File: config.mk
export PLATFORM = sky130hd
export DESIGN_NAME = rgmii_inband_status_mon_flat
export DESIGN_NICKNAME = d
export VERILOG_FILES = /design/src/rtl/rgmii_inband_status_mon_if.sv /design/src/rtl/rgmii_inband_status_mon.sv /design/src/flat_wrapper.sv
export SDC_FILE = /design/constraint.sdc
export NUM_CORES = 1
export LEC_CHECK = 0
export CORE_MARGIN = 8
export CORE_UTILIZATION = 51
export CTS_CLUSTER_DIAMETER = 30
export DETAILED_ROUTE_END_ITERATION = 10
export GPL_ROUTABILITY_DRIVEN = 0
export HOLD_SLACK_MARGIN = 0.02
export PLACE_DENSITY_LB_ADDON = 0.1
export RECOVER_POWER = 25
export SYNTH_ARGS = -nofsm -noshare
export SYNTH_HDL_FRONTEND = slang
export SYNTH_SLANG_ARGS = --single-unit
File: constraint.sdc
create_clock -name clk_clk -period 2.4 [get_ports clk_clk]
set_input_delay 0.36 -clock clk_clk [delete_from_list [all_inputs] [get_ports clk_clk]]
set_output_delay 0.36 -clock clk_clk [all_outputs]
set_load 0.01 [all_outputs]
File: src/rtl/rgmii_inband_status_mon_if.sv
// RGMII receive-side bundle: pin-side inputs and the re-registered copy towards the MAC.
interface rgmii_inband_status_mon_if;
  logic [3:0] rgmii_rxd_in;
  logic       rgmii_rx_ctl_in;
  logic [3:0] rgmii_rxd_out;
  logic       rgmii_rx_ctl_out;

  modport master (
    output rgmii_rxd_in, rgmii_rx_ctl_in,
    input  rgmii_rxd_out, rgmii_rx_ctl_out
  );

  modport slave (
    input  rgmii_rxd_in, rgmii_rx_ctl_in,
    output rgmii_rxd_out, rgmii_rx_ctl_out
  );
endinterface

File: src/rtl/rgmii_inband_status_mon.sv
// RGMII in-band status decoder/debouncer driving TSE MAC set_10/set_1000 and link indications.
// Optional status_change_cnt/cnt_clr ports enabled by macro RGMII_STATUS_CHANGE_CNT_EN.
module rgmii_inband_status_mon #(
  parameter int unsigned STABLE_CNT = 8,
  parameter int unsigned LOSS_CNT   = 1024
) (
  input  logic                   clk_clk,
  input  logic                   reset_reset_n,
  rgmii_inband_status_mon_if.slave rgmii,
  output logic                   set_10,
  output logic                   set_1000,
  output logic                   link_up,
  output logic                   full_duplex,
  output logic                   status_change
`ifdef RGMII_STATUS_CHANGE_CNT_EN
  ,
  input  logic                   cnt_clr,
  output logic [15:0]            status_change_cnt
`endif
);

  localparam logic [7:0]  STABLE_V = 8'(STABLE_CNT);
  localparam logic [15:0] LOSS_V   = 16'(LOSS_CNT);

  typedef enum logic {LINK_DOWN, LINK_UP} state_t;

  state_t      state_q;
  logic [3:0]  cand_q, cand_d;
  logic [7:0]  qual_q, qual_d;
  logic [15:0] loss_q, loss_d;
  logic [1:0]  speed_q;
  logic        link_up_q, set_10_q, set_1000_q, full_duplex_q, status_change_q;

  logic sample_valid, s_link, s_bad, qualified, loss_hit, differs;

  assign sample_valid = ~rgmii.rgmii_rx_ctl_in;
  assign s_link       = rgmii.rgmii_rxd_in[0];
  assign s_bad        = s_link && (rgmii.rgmii_rxd_in[2:1] == 2'b11);

  // Candidate is kept in RXD bit order {duplex, speed, link}
  always_comb begin
    cand_d = cand_q;
    qual_d = qual_q;
    loss_d = loss_q;
    if (sample_valid) begin
      if (s_bad) begin
        qual_d = '0;
      end else if (rgmii.rgmii_rxd_in == cand_q) begin
        qual_d = (qual_q >= STABLE_V) ? STABLE_V : qual_q + 8'd1;
      end else begin
        cand_d = rgmii.rgmii_rxd_in;
        qual_d = 8'd1;
      end
      if (state_q == LINK_UP) begin
        if (s_link)              loss_d = '0;
        else if (loss_q < LOSS_V) loss_d = loss_q + 16'd1;
      end
    end
  end

  assign qualified = (qual_d == STABLE_V) && cand_d[0];
  assign loss_hit  = (state_q == LINK_UP) && (loss_d == LOSS_V);
  assign differs   = (cand_d[2:1] != speed_q) || (cand_d[3] != full_duplex_q);

  always_ff @(posedge clk_clk or negedge reset_reset_n) begin
    if (!reset_reset_n) begin
      state_q                <= LINK_DOWN;
      cand_q                 <= '0;
      qual_q                 <= '0;
      loss_q                 <= '0;
      speed_q                <= '0;
      link_up_q              <= 1'b0;
      set_10_q               <= 1'b0;
      set_1000_q             <= 1'b0;
      full_duplex_q          <= 1'b0;
      status_change_q        <= 1'b0;
      rgmii.rgmii_rxd_out    <= '0;
      rgmii.rgmii_rx_ctl_out <= 1'b0;
    end else begin
      rgmii.rgmii_rxd_out    <= rgmii.rgmii_rxd_in;
      rgmii.rgmii_rx_ctl_out <= rgmii.rgmii_rx_ctl_in;
      cand_q                 <= cand_d;
      qual_q                 <= qual_d;
      loss_q                 <= loss_d;
      status_change_q        <= 1'b0;
      case (state_q)
        LINK_DOWN: begin
          if (qualified) begin
            state_q         <= LINK_UP;
            link_up_q       <= 1'b1;
            speed_q         <= cand_d[2:1];
            set_1000_q      <= (cand_d[2:1] == 2'b10);
            set_10_q        <= (cand_d[2:1] == 2'b00);
            full_duplex_q   <= cand_d[3];
            status_change_q <= 1'b1;
          end
        end
        LINK_UP: begin
          // Loss takes priority over any simultaneous requalification
          if (loss_hit) begin
            state_q         <= LINK_DOWN;
            loss_q          <= '0;
            link_up_q       <= 1'b0;
            speed_q         <= '0;
            set_1000_q      <= 1'b0;
            set_10_q        <= 1'b0;
            full_duplex_q   <= 1'b0;
            status_change_q <= 1'b1;
          end else if (qualified && differs) begin
            speed_q         <= cand_d[2:1];
            set_1000_q      <= (cand_d[2:1] == 2'b10);
            set_10_q        <= (cand_d[2:1] == 2'b00);
            full_duplex_q   <= cand_d[3];
            status_change_q <= 1'b1;
          end
        end
        default: state_q <= LINK_DOWN;
      endcase
    end
  end

  assign link_up       = link_up_q;
  assign set_10        = set_10_q;
  assign set_1000      = set_1000_q;
  assign full_duplex   = full_duplex_q;
  assign status_change = status_change_q;

`ifdef RGMII_STATUS_CHANGE_CNT_EN
  logic [15:0] cnt_q;

  always_ff @(posedge clk_clk or negedge reset_reset_n) begin
    if (!reset_reset_n)                         cnt_q <= '0;
    else if (cnt_clr)                           cnt_q <= '0;
    else if (status_change_q && (cnt_q != '1))  cnt_q <= cnt_q + 16'd1;
  end

  assign status_change_cnt = cnt_q;
`endif

endmodule

File: src/flat_wrapper.sv
// flat-port wrapper written by rule: the top's interface ports become plain ports
module rgmii_inband_status_mon_flat 
#(
  parameter int unsigned STABLE_CNT = 8,
  parameter int unsigned LOSS_CNT   = 1024
)
  (clk_clk, reset_reset_n, set_10, set_1000, link_up, full_duplex, status_change, rgmii_rgmii_rxd_in, rgmii_rgmii_rx_ctl_in, rgmii_rgmii_rxd_out, rgmii_rgmii_rx_ctl_out);
  rgmii_inband_status_mon_if rgmii_i ();
  input  logic clk_clk;
  input  logic reset_reset_n;
  output logic set_10;
  output logic set_1000;
  output logic link_up;
  output logic full_duplex;
  output logic status_change;
  input wire logic [$bits(rgmii_i.rgmii_rxd_in)-1:0] rgmii_rgmii_rxd_in;
  input wire logic [$bits(rgmii_i.rgmii_rx_ctl_in)-1:0] rgmii_rgmii_rx_ctl_in;
  output wire logic [$bits(rgmii_i.rgmii_rxd_out)-1:0] rgmii_rgmii_rxd_out;
  output wire logic [$bits(rgmii_i.rgmii_rx_ctl_out)-1:0] rgmii_rgmii_rx_ctl_out;
  assign rgmii_i.rgmii_rxd_in = rgmii_rgmii_rxd_in;
  assign rgmii_i.rgmii_rx_ctl_in = rgmii_rgmii_rx_ctl_in;
  assign rgmii_rgmii_rxd_out = rgmii_i.rgmii_rxd_out;
  assign rgmii_rgmii_rx_ctl_out = rgmii_i.rgmii_rx_ctl_out;
  rgmii_inband_status_mon #(.STABLE_CNT(STABLE_CNT), .LOSS_CNT(LOSS_CNT)) u_core (.clk_clk(clk_clk), .reset_reset_n(reset_reset_n), .rgmii(rgmii_i), .set_10(set_10), .set_1000(set_1000), .link_up(link_up), .full_duplex(full_duplex), .status_change(status_change));
endmodule
==> run_results.csv, run 1 <==
group,metric,value,unit
global_route,grt_pass1_vias,1638,
clock_network,h-tree-depth,2,
critical_path,critical_path.max_fanout,5,
clock_network,post-cts-setup-buffers,0,
placement,post_placement_setup_slack,-0.2183,ns
drt,drcViolationCount,0,
clock_network,clk_transition_reported_paths,0.08,ns
drt,first_pass_iters,4,
floorplanning,die_w,79.24,µm
placement,dpl-instance-area,2464,µm²
cells_and_area,finalCoreUtilization,67.14,%
timing,finalSetupTns,0,ns
power,vdd_ir_drop_max,334.3,µV
flow_run,max_cap_viol_count,0,
logic_synthesis,synthesis.area_per_instance,10.25,µm²
drt,detail_route.vias_per_cell,5.582,
placement,dp_hpwl,3.432,mm
drt,dr_total_vias,1669,
critical_path,critPathLaunchType,"register",
critical_path,crit_required,2.57,ns
timing,worst_slack,0.02773,ns
logic_synthesis,ys.flop_type,"sky130_fd_sc_hd__dfrtp_1",
critical_path,timing_worst_setup_path_type,"reg -> reg",
timing,finalSetupViolCount,0,
floorplanning,die-area,6278,µm²
cells_and_area,total_inserted_antenna_cells,0,
placement,port_buffers,16,
clock_network,clock_path_buffers,2,
logic_synthesis,synth_async_sr_flop_share,100.0,%
timing,slew_headroom,34.17,%
cells_and_area,layout_common_cells,"sky130_fd_sc_hd__dfrtp_1, sky130_fd_sc_hd__buf_4, sky130_fd_sc_hd__nand2_1, sky130_fd_sc_hd__nor2_1, sky130_fd_sc_hd__clkdlybuf4s50_1",
clock_network,cts.hold.buffers_added,0,
logic_synthesis,netlist_instances,199,
drt,detail_route.iter0.violations,99,
floorplanning,floorplan.initialDensity,52.11,%
logic_synthesis,ys_seq_area_share,50.31,%
logic_synthesis,mappedNetlistArea,2039,µm²
timing,rsz0062_at_grt,"yes",
logic_synthesis,post_synth_num_cell_types,47,
global_route,maximum_number_of_pins_on_one_net_before_global_route_repair,42,
drt,antenna_violating_nets_post_route,0,
global_route,globalRoute.totalOverflow,0,
floorplanning,dieHeight,79.24,µm
logic_synthesis,synthesis.yosys.warnings,0,
drt,routedWlPerCell,15.99,µm
global_route,grt_use_total,15.45,%
timing,final.period_utilization,98.84,%
clock_network,tritoncts,"yes",
clock_network,cts_inserted_buffers,5,
power,power_per_cell_area,584.6,nW/µm²
power,cellLeakagePower,1.218,nW
global_route,grt_pass1_wl,7.645,mm
critical_path,timing.critical_path.to_type,"register",
timing,finalCriticalPeriod,2.372,ns
power,power.total,1.536,mW
cells_and_area,share_of_final_layout_standard_cells_stronger_than_drive_strength_1,22.49,%
cells_and_area,areaGrowthSynthToFinish,28.83,%
cells_and_area,design_area,2628,µm²
outcome,run_status,"complete, no violations",
floorplanning,row_count,23,
timing,timing.final.hold_violations,0,
hold_path,hold_class,"in -> async",
logic_synthesis,number_of_synthesized_flops_with_an_enable_pin,0,
logic_synthesis,postSynthRegisterBits,41,
clock_network,ctsRootBufferMaster,"sky130_fd_sc_hd__clkbuf_8",
floorplanning,coreArea,3914,µm²
clock_network,clk-insertion-delay-late,0.29,ns
drt,routed_wl,4.782,mm
cells_and_area,final_net_count,258,
timing,tightest_slew,0.9874,ns
critical_path,worst-endpoint-arrival,2.54,ns
cells_and_area,mostFrequentLayoutCell,"sky130_fd_sc_hd__dfrtp_1",
timing,drv_slew,0,
floorplanning,io_pins,17,
timing,max_freq,0.4215,GHz
timing,clock-skew-final,0.003869,ns
global_route,antenna_found_initial,0,
logic_synthesis,synth.net_count,209,
clock_network,clock-sinks,41,
-- through the flow --
stage	cells	hold slack, ns
after floorplan	199	0.06441
after global placement	290	0.4635
after detailed placement	290	0.4672
after CTS	298	0.2117
after global routing	299	0.3099
final	299	0.2196
-- flip-flops by register name (all words and copies together), names as in the netlist --
register,cells
u_core.loss_q,16
u_core.status_change,1
u_core.set_10,1
u_core.state_q,1
u_core.speed_q,2
u_core.rgmii.rgmii_rx_ctl_out,1
u_core.cand_q,4
u_core.qual_q,8
u_core.link_up,1
u_core.set_1000,1
u_core.rgmii.rgmii_rxd_out,4
u_core.full_duplex,1
-- layer usage --
metal | track usage, % | routed length, µm
met1 | 18.48 | 2128
met3 | 4.176 | 203
met5 | 0 | 0
met2 | 25.39 | 2356
met4 | 6.852 | 95
-- area by class of cell --
type	count	area, µm²
Clock buffer	7	86.33
Inverter	6	22.52
Fill cell	321	1286
Timing Repair Buffer	48	395.4
Clock inverter	1	30.03
Multi-Input combinational cell	146	1005
Tap cell	50	62.56
Sequential cell	41	1026
-- cells in the mapped netlist (2+ instances only) --
cell type | instances | area, µm²
sky130_fd_sc_hd__nand2_1 | 16 | 60.06
sky130_fd_sc_hd__nor3_1 | 2 | 10.01
sky130_fd_sc_hd__or4_1 | 2 | 15.01
sky130_fd_sc_hd__clkbuf_1 | 5 | 18.77
sky130_fd_sc_hd__a21oi_1 | 6 | 30.03
sky130_fd_sc_hd__nand3b_1 | 2 | 15.01
sky130_fd_sc_hd__o21ai_0 | 11 | 55.05
sky130_fd_sc_hd__nand2b_1 | 6 | 37.54
sky130_fd_sc_hd__and3_1 | 2 | 12.51
sky130_fd_sc_hd__o31ai_1 | 2 | 15.01
sky130_fd_sc_hd__mux2i_1 | 9 | 90.09
sky130_fd_sc_hd__o22a_1 | 3 | 26.28
sky130_fd_sc_hd__o22ai_1 | 3 | 18.77
sky130_fd_sc_hd__and4_1 | 2 | 17.52
sky130_fd_sc_hd__or3_1 | 2 | 12.51
sky130_fd_sc_hd__and2_1 | 10 | 62.56
sky130_fd_sc_hd__nor4_1 | 2 | 12.51
sky130_fd_sc_hd__inv_1 | 6 | 22.52
sky130_fd_sc_hd__or2_2 | 2 | 12.51
sky130_fd_sc_hd__xnor2_1 | 7 | 61.31
sky130_fd_sc_hd__nand4_1 | 4 | 25.02
sky130_fd_sc_hd__ha_1 | 3 | 37.54
sky130_fd_sc_hd__or2_1 | 2 | 12.51
sky130_fd_sc_hd__nand3_1 | 9 | 45.04
sky130_fd_sc_hd__dfrtp_1 | 41 | 1026
sky130_fd_sc_hd__a31oi_1 | 3 | 18.77
sky130_fd_sc_hd__nor2_1 | 16 | 60.06
sky130_fd_sc_hd__nor2b_1 | 2 | 12.51
-- repair_timing --
action | in CTS | in global routing
setup endpoints to repair | 9 | 9
resized for setup | 2 | 9
cloned | 0 | 1
pin swaps | 0 | 3
-- worst paths after layout --
check	from	slack, ns	to	cells past startpoint
max	u_core.loss_q[15]	0.03	u_core.link_up	7
min	reset_reset_n	0.22	u_core.rgmii.rgmii_rx_ctl_out	1
max reg2reg	u_core.loss_q[15]	0.03	u_core.link_up	7
min reg2reg	u_core.qual_q[7]	0.49	u_core.qual_q[7]	1
max in group asynchronous	reset_reset_n	1.58	u_core.loss_q[3]	1
min in group clk_clk	u_core.qual_q[7]	0.49	u_core.qual_q[7]	1
-- kinds of logic (layout without fill, tap and decap cells) --
| kind of cell | Yosys count | in the layout | share of synthesized area, % |
|---|---|---|---|
| fa+ha+maj | 3 | 3 | 1.841 |
| xor+xnor | 7 | 7 | 3.006 |
| buf+inv | 13 | 62 | 2.761 |
| compound gates | 38 | 38 | 12.70 |
| flops | 41 | 41 | 50.31 |
| simple gates | 87 | 88 | 24.42 |
| mux | 10 | 10 | 4.969 |
-- power breakdown --
group	total (mW)	leakage, nW	internal, mW	switching [mW]
Sequential	0.756	0.535	0.719	0.0369
Clock	0.567	0.0585	0.339	0.228
Combinational	0.213	0.624	0.101	0.112
-- critical path: stages, from the launching register on --
cell	delay, ns
sky130_fd_sc_hd__dfrtp_1	0.38
sky130_fd_sc_hd__or4_4	0.59
sky130_fd_sc_hd__nor3_4	0.21
sky130_fd_sc_hd__mux2i_1	0.20
sky130_fd_sc_hd__o21ai_1	0.11
sky130_fd_sc_hd__nor4_2	0.35
sky130_fd_sc_hd__and4_4	0.34
sky130_fd_sc_hd__o22ai_1	0.08
Note: power is estimated with default switching activity, not from simulation.
==> inputs of run 2 (changes only) <==
--- a/config.mk
+++ b/config.mk
@@ -13,6 +13,7 @@
 export HOLD_SLACK_MARGIN = 0.02
 export PLACE_DENSITY_LB_ADDON = 0.1
 export RECOVER_POWER = 25
+export SKIP_CTS_REPAIR_TIMING = 1
 export SYNTH_ARGS = -nofsm -noshare
 export SYNTH_HDL_FRONTEND = slang
 export SYNTH_SLANG_ARGS = --single-unit
==> results of run 2 <==
Final layout, timing and power as in run 1 (identical DEF).
